--- src/rtl/if_prefetch_stage.sv ---
// Instruction-fetch stage with a register-based prefetch FIFO between fetch and decode.
// Fetch runs ahead while decode is frozen; branch_taken or flush discards the buffer.
module if_prefetch_stage #(
    parameter int ADDR_W     = 32,
    parameter int INST_W     = 32,
    parameter int FIFO_DEPTH = 4,
    parameter int PC_STEP    = 4
) (
    input  logic                            clk,
    input  logic                            rst,
    input  logic                            freeze,
    input  logic                            flush,
    input  logic                            branch_taken,
    input  logic [ADDR_W-1:0]               branch_addr,
    output logic [ADDR_W-1:0]               imem_addr,
    input  logic [INST_W-1:0]               imem_data,
    output logic [INST_W-1:0]               instruction,
    output logic [ADDR_W-1:0]               pc,
    output logic                            valid,
    output logic [$clog2(FIFO_DEPTH):0]     fill_level
);

    localparam int PTR_W = $clog2(FIFO_DEPTH);
    localparam int CNT_W = PTR_W + 1;

    logic [ADDR_W-1:0] fetch_pc_q, fetch_pc_d;
    logic [PTR_W-1:0]  rd_ptr_q, rd_ptr_d;
    logic [PTR_W-1:0]  wr_ptr_q, wr_ptr_d;
    logic [CNT_W-1:0]  count_q, count_d;

    logic [ADDR_W-1:0] pc_mem_q   [FIFO_DEPTH];
    logic [INST_W-1:0] inst_mem_q [FIFO_DEPTH];

    logic redirect, pop, push;

    always_comb begin
        // NOTE: every always_comb output gets a default first so no path leaves it unassigned (no latch).
        fetch_pc_d = fetch_pc_q;
        rd_ptr_d   = rd_ptr_q;
        wr_ptr_d   = wr_ptr_q;
        count_d    = count_q;

        redirect = branch_taken || flush;
        pop      = valid && !freeze;
        push     = !redirect && ((count_q < CNT_W'(FIFO_DEPTH)) || pop);

        if (branch_taken) begin
            fetch_pc_d = branch_addr;
            rd_ptr_d   = '0;
            wr_ptr_d   = '0;
            count_d    = '0;
        end else if (flush) begin
            rd_ptr_d = '0;
            wr_ptr_d = '0;
            count_d  = '0;
        end else begin
            if (push) begin
                fetch_pc_d = fetch_pc_q + ADDR_W'(PC_STEP);
                wr_ptr_d   = wr_ptr_q + PTR_W'(1);
            end
            if (pop) begin
                rd_ptr_d = rd_ptr_q + PTR_W'(1);
            end
            case ({push, pop})
                2'b10:   count_d = count_q + CNT_W'(1);
                2'b01:   count_d = count_q - CNT_W'(1);
                default: count_d = count_q;
            endcase
        end
    end

    // NOTE: sequential state uses non-blocking assignments so every register samples pre-edge values.
    always_ff @(posedge clk or posedge rst) begin
        if (rst) begin
            fetch_pc_q <= '0;
            rd_ptr_q   <= '0;
            wr_ptr_q   <= '0;
            count_q    <= '0;
        end else begin
            fetch_pc_q <= fetch_pc_d;
            rd_ptr_q   <= rd_ptr_d;
            wr_ptr_q   <= wr_ptr_d;
            count_q    <= count_d;
        end
    end

    // NOTE: entry storage is not reset; outputs are masked by valid, so stale data is never visible.
    always_ff @(posedge clk) begin
        if (push) begin
            pc_mem_q[wr_ptr_q]   <= fetch_pc_q + ADDR_W'(PC_STEP);
            inst_mem_q[wr_ptr_q] <= imem_data;
        end
    end

    assign imem_addr   = fetch_pc_q;
    assign valid       = (count_q != '0);
    assign fill_level  = count_q;
    assign instruction = valid ? inst_mem_q[rd_ptr_q] : '0;
    assign pc          = valid ? pc_mem_q[rd_ptr_q]   : '0;

endmodule

--- config.mk ---
export PLATFORM = sky130hd
export DESIGN_NAME = if_prefetch_stage
export DESIGN_NICKNAME = d
export VERILOG_FILES = /design/src/rtl/if_prefetch_stage.sv
export SDC_FILE = /design/constraint.sdc
export NUM_CORES = 1
export LEC_CHECK = 0
export ABC_AREA = 1
export BUFFER_PORTS_ARGS = -buffer_cell sky130_fd_sc_hd__buf_2
export CAP_MARGIN = 20
export CORE_MARGIN = 10
export CORE_UTILIZATION = 39
export CTS_BUF_LIST = sky130_fd_sc_hd__clkbuf_4 sky130_fd_sc_hd__clkbuf_8
export CTS_CLUSTER_DIAMETER = 60
export DETAILED_ROUTE_END_ITERATION = 16
export PLACE_DENSITY_LB_ADDON = 0.08
export SYNTH_ARGS = -nofsm -noshare
export SYNTH_HDL_FRONTEND = slang
export SYNTH_SLANG_ARGS = --single-unit
--- constraint.sdc ---
create_clock -name clk -period 3.8 [get_ports clk]
set_clock_uncertainty 0.1 [all_clocks]
set_input_delay 0.76 -clock clk [delete_from_list [all_inputs] [get_ports clk]]
set_output_delay 0.76 -clock clk [all_outputs]
set_load 0.01 [all_outputs]
After elaboration in Yosys (flattened, before gate mapping)
Memory sizes are Yosys's and may differ from the RTL's.
Index checks and enable logic that the tools add are counted.
Word-level totals
  logic and storage cells: 43
  memories kept: 2
  input port bits: 69
  output and inout port bits: 100
  RAM bits: 256
  flip-flop bits (word level): 39
Memory list
  inst_mem_q: depth 4, width 32, read ports 1, clocked after Yosys merged registers in 0, write ports 1, RTL line 32  | logic [INST_W-1:0] inst_mem_q [FIFO_DEPTH];
  pc_mem_q: depth 4, width 32, read ports 1, clocked after Yosys merged registers in 0, write ports 1, RTL line 31  | logic [ADDR_W-1:0] pc_mem_q [FIFO_DEPTH];
Operators by class
  order comparisons: 1
  reduce and logical (&&, ||, !) cells: 12
  mux-type cells: 16
  eq/ne operators: 3
  $add $sub $neg: 5
Operators by type and width (number)
  $mux W32: 5
  $add A32 B3 Y32 const B: 1
  $mux W2: 6
  $reduce_bool A3 Y1: 3
  $mux W3: 2
  $pmux W3 S2: 1
  $add A2 B1 Y2 const B: 2
  $reduce_bool A4 Y1: 1
  $add A3 B1 Y3 const B: 1
  $lt A3 B3 Y1 const B: 1
  $sub A3 B1 Y3 const B: 1
  $eq A2 B1 Y1 const B: 1
  $eq A2 B2 Y1 const B: 1
  $logic_and A1 B1 Y1: 2
  $logic_not A1 Y1: 2
  $logic_or A1 B1 Y1: 2
  $mux W1: 2
  $ne A2 B1 Y1 const B: 1
  $reduce_and A2 Y1: 1
  $reduce_bool A2 Y1: 1

Logic depth before layout (Yosys ltp)
  depth in word-level cells: 8
  gate-level depth with buffers: 10

Least setup slack after synthesis
OpenSTA, ideal clock, no wires.
  kind: input to register
  start: input branch_taken
  end: memory inst_mem_q[0][0], enable pin
  data required time: 3.213 ns
  slack: -0.832 ns
  library setup time: 0.487 ns
  data arrival time: 4.045 ns
  stages: 5
  cell sequence: buf_2 nor2_4 nand2_2 clkbuf_1 nor2_1
Between the ends
  word-level cells in the longest chain between the ends: 5
RTL lines
  from (decl): RTL line 13  | input logic branch_taken,
  $logic_or A1 B1 Y1: RTL line 43  | redirect = branch_taken || flush;
  $logic_not A1 Y1: RTL line 45  | push = !redirect && ((count_q < CNT_W'(FIFO_DEPTH)) || pop);
  $logic_and A1 B1 Y1: RTL line 45
  $mux W1: RTL line 89  | if (push) begin
  $mux W1 (implied by the code): RTL line 91  | inst_mem_q[wr_ptr_q] <= imem_data;
  to (decl): RTL line 32
No other way between the ends.

Final worst setup path
  start: register rd_ptr_q[0]
  end: output pc[18]
Between the ends
  word-level cells in the longest chain between the ends: 2
RTL lines
  from (decl): RTL line 27  | logic [PTR_W-1:0] rd_ptr_q, rd_ptr_d;
  from (signal assigned): RTL line 81  | rd_ptr_q <= rd_ptr_d;
  $mem_v2 Z4 W32
  $mux W32: RTL line 99  | assign pc = valid ? pc_mem_q[rd_ptr_q] : '0;
  to (decl): RTL line 18  | output logic [ADDR_W-1:0] pc,
No other way between the ends.

==> out/metrics.csv <==
metric;value;unit
status;finished clean;
power_density;474;nW/µm²
grt_max_degree;130;
cp-startpoint;rd_ptr_q[0];
drc_errors;0;
grt_pass1_wl;53.5;mm
worst_slew_pin_slew;0.857;ns
path_max_fanout;47;
synth_area_leaders;edfxtp_1 61%, nor2_1 8.6%, dfrtp_1 7.7%, o21ai_0 5.7%, nand2_1 4.8%;
crit_end;pc[18];
viasPerCell;4.89;
ff2ff_path_depth;8;
reg2reg_to;fill_level[2];
clock-sinks;295;
p_total;7.11;mW
routedWlPerCell;18.5;µm
final_cells;1823;
clockBufferDepth;3;
rrSetupSlack;1.69;ns
chipHeight;200;µm
slew_headroom;0.429;
firstDrtPassIters;5;
die_w;200;µm
cp-start-kind;flop;
ys.flop_type;edfxtp_1;
drive_above_1_share;0.213;
synth_area_leader_cell;edfxtp_1;
worst-setup-path-type;flop to output pin;
numCtsBuffers;51;
finalCritPeriodShare;0.844;
drt_iter0_markers;515;
gp_congestion;0.842;
ir_drop;0.201;mV
endpoint_kind;output pin;
numPortBuffers;168;
diodes;0;
finalSetupViolCount;0;
grt_pass1_vias;9263;
cp.required;2.94;ns
fillerInstances;2993;
synthesis.nets;1253;
routed_wl;33.7;mm
ant_nets;0;
cts_tree;yes;
ioPinCount;169;
root_buffer;clkbuf_8;
period_minus_slack;3.21;ns
grt_use_total;0.166;
initial_core_util;0.399;
vias;8913;
ctsHoldBuffers;0;
clk_latency;0.57;ns
ys_seq_area_frac;0.683;
ys_types;31;
ff_latch_area;8670;µm²
ctsHtreeMaxLevel;2;
syn-instance-count;1177;
fmax;312;MHz
num_rows;65;
syn_area_per_cell;10.8;µm²
synth_edf_count;256;
multi_input_area;3540;µm²
dieArea;40100;µm²
p_leak;5.95;nW
max_cap_viol_count;0;
hold_path_class;input pin to asynchronous set/reset pin;
dp_cells;1742;
async_flop_share;0.132;
hold_violations;0;
fin_util;0.472;
maxSlewViolCount;0;
synth-seq-cells;295;
post-synth-top-count-cell;nor2_1;
syn_area;12700;µm²
path_clk_slew;0.06;ns
cts_resized;0;
nets;1436;
yosys_warnings;0;
antenna_found_initial;0;
arrival;2.35;ns
cts_setup_buffers;0;
syn2layout_area_growth;18.3;%
hpwl;20.8;mm
overflow;0;
synth_top_area_share;0.606;
coreArea;31800;µm²
grt_setup_unrepaired;no;
synthTopCellsByCount;289 x nor2_1, 256 x edfxtp_1, 163 x nand2_1;
r2r-start;fill_level[2];
==> metal layers <==
metal  global-route usage  wire length [µm]
met3               0.0374              1840
met4               0.0406               491
met2                0.263             15400
met5                    0                 0
met1                0.227             16000
==> how the worst min path moves through the flow <==
| stage | to | from | depth (start not counted) | slack [ns] |
|---|---|---|---|---|
| final | imem_addr[14] | rst | 2 | 0.15 |
| after global routing | imem_addr[14] | rst | 2 | 0.17 |
| after CTS | imem_addr[9] | rst | 2 | 0.14 |
| after detailed placement | imem_addr[7] | imem_addr[7] | 2 | 0.47 |
| after global placement | pc_mem_q[2][1] | imem_addr[1] | 0 | 0.47 |
| after floorplan | pc_mem_q[0][0] | imem_addr[0] | 0 | 0.46 |
==> cells in the final DEF (no fill, tap or decap), types with 3 or more instances in the layout <==
master / count
nor2_1: 285
edfxtp_1: 256
buf_2: 168
nand2_1: 163
o21ai_0: 145
a21oi_1: 66
inv_1: 65
clkbuf_8: 52
dfrtp_1: 37
nand3_1: 25
clkbuf_4: 15
nor2_4: 14
buf_4: 14
xor2_1: 11
and2_1: 9
a22o_1: 7
clkinv_1: 6
clkinv_2: 6
ha_1: 6
xor2_2: 5
buf_12: 5
o211ai_1: 4
inv_2: 3
nor2_2: 3
==> cells by family (layout without fill, tap and decap cells) <==
| group | count (synthesis) | count (layout) | synth area share |
|---|---|---|---|
| simple gates | 504 | 504 | 0.162 |
| flops | 295 | 295 | 0.683 |
| compound gates | 228 | 228 | 0.0935 |
| fa+ha+maj | 7 | 7 | 0.00750 |
| xor+xnor | 16 | 16 | 0.0140 |
| buf+inv | 127 | 338 | 0.0403 |
==> power by group <==
group	total [mW]	internal, mW	switching, mW
clock network	2.75	1.54	1.22
logic	0.595	0.187	0.408
registers	3.76	3.68	0.0866
==> metrics by stage <==
| stage | setup slack [ns] | setup TNS (ns) | instance area [µm²] | hold slack, ns |
|---|---|---|---|---|
| after floorplan | -0.832 | -213.00 | 12700 | 0.461 |
| after global placement | 1.15 | 0 | 14100 | 0.472 |
| after detailed placement | 1.13 | 0 | 14100 | 0.474 |
| after CTS | 0.516 | 0 | 15000 | 0.139 |
| after global routing | 0.399 | 0 | 15000 | 0.171 |
| final | 0.592 | 0 | 15000 | 0.149 |
==> final cells by class <==
cell class              instances  share of cell area
multi-input cells             755               0.236
flip-flops and latches        295               0.578
inverters                      70              0.0176
clock buffers                  67              0.0552
repair buffers                187              0.0697
clock inverters                14             0.00800
well taps                     435              0.0363
==> worst max-delay path, cell delays in order, from the launching register on <==
cell      delay, ns
dfrtp_4        0.43
clkinv_2       0.38
buf_12         0.35
o21ai_0        0.34
a21oi_1        0.11
buf_2          0.16
==> state kept, by name, summed over array words and instances, names as in the netlist <==
signal      flops
pc_mem_q      128
imem_addr      32
rd_ptr_q        2
inst_mem_q    128
fill_level      3
wr_ptr_q        2
No activity file was read; power rests on OpenSTA's default activity.
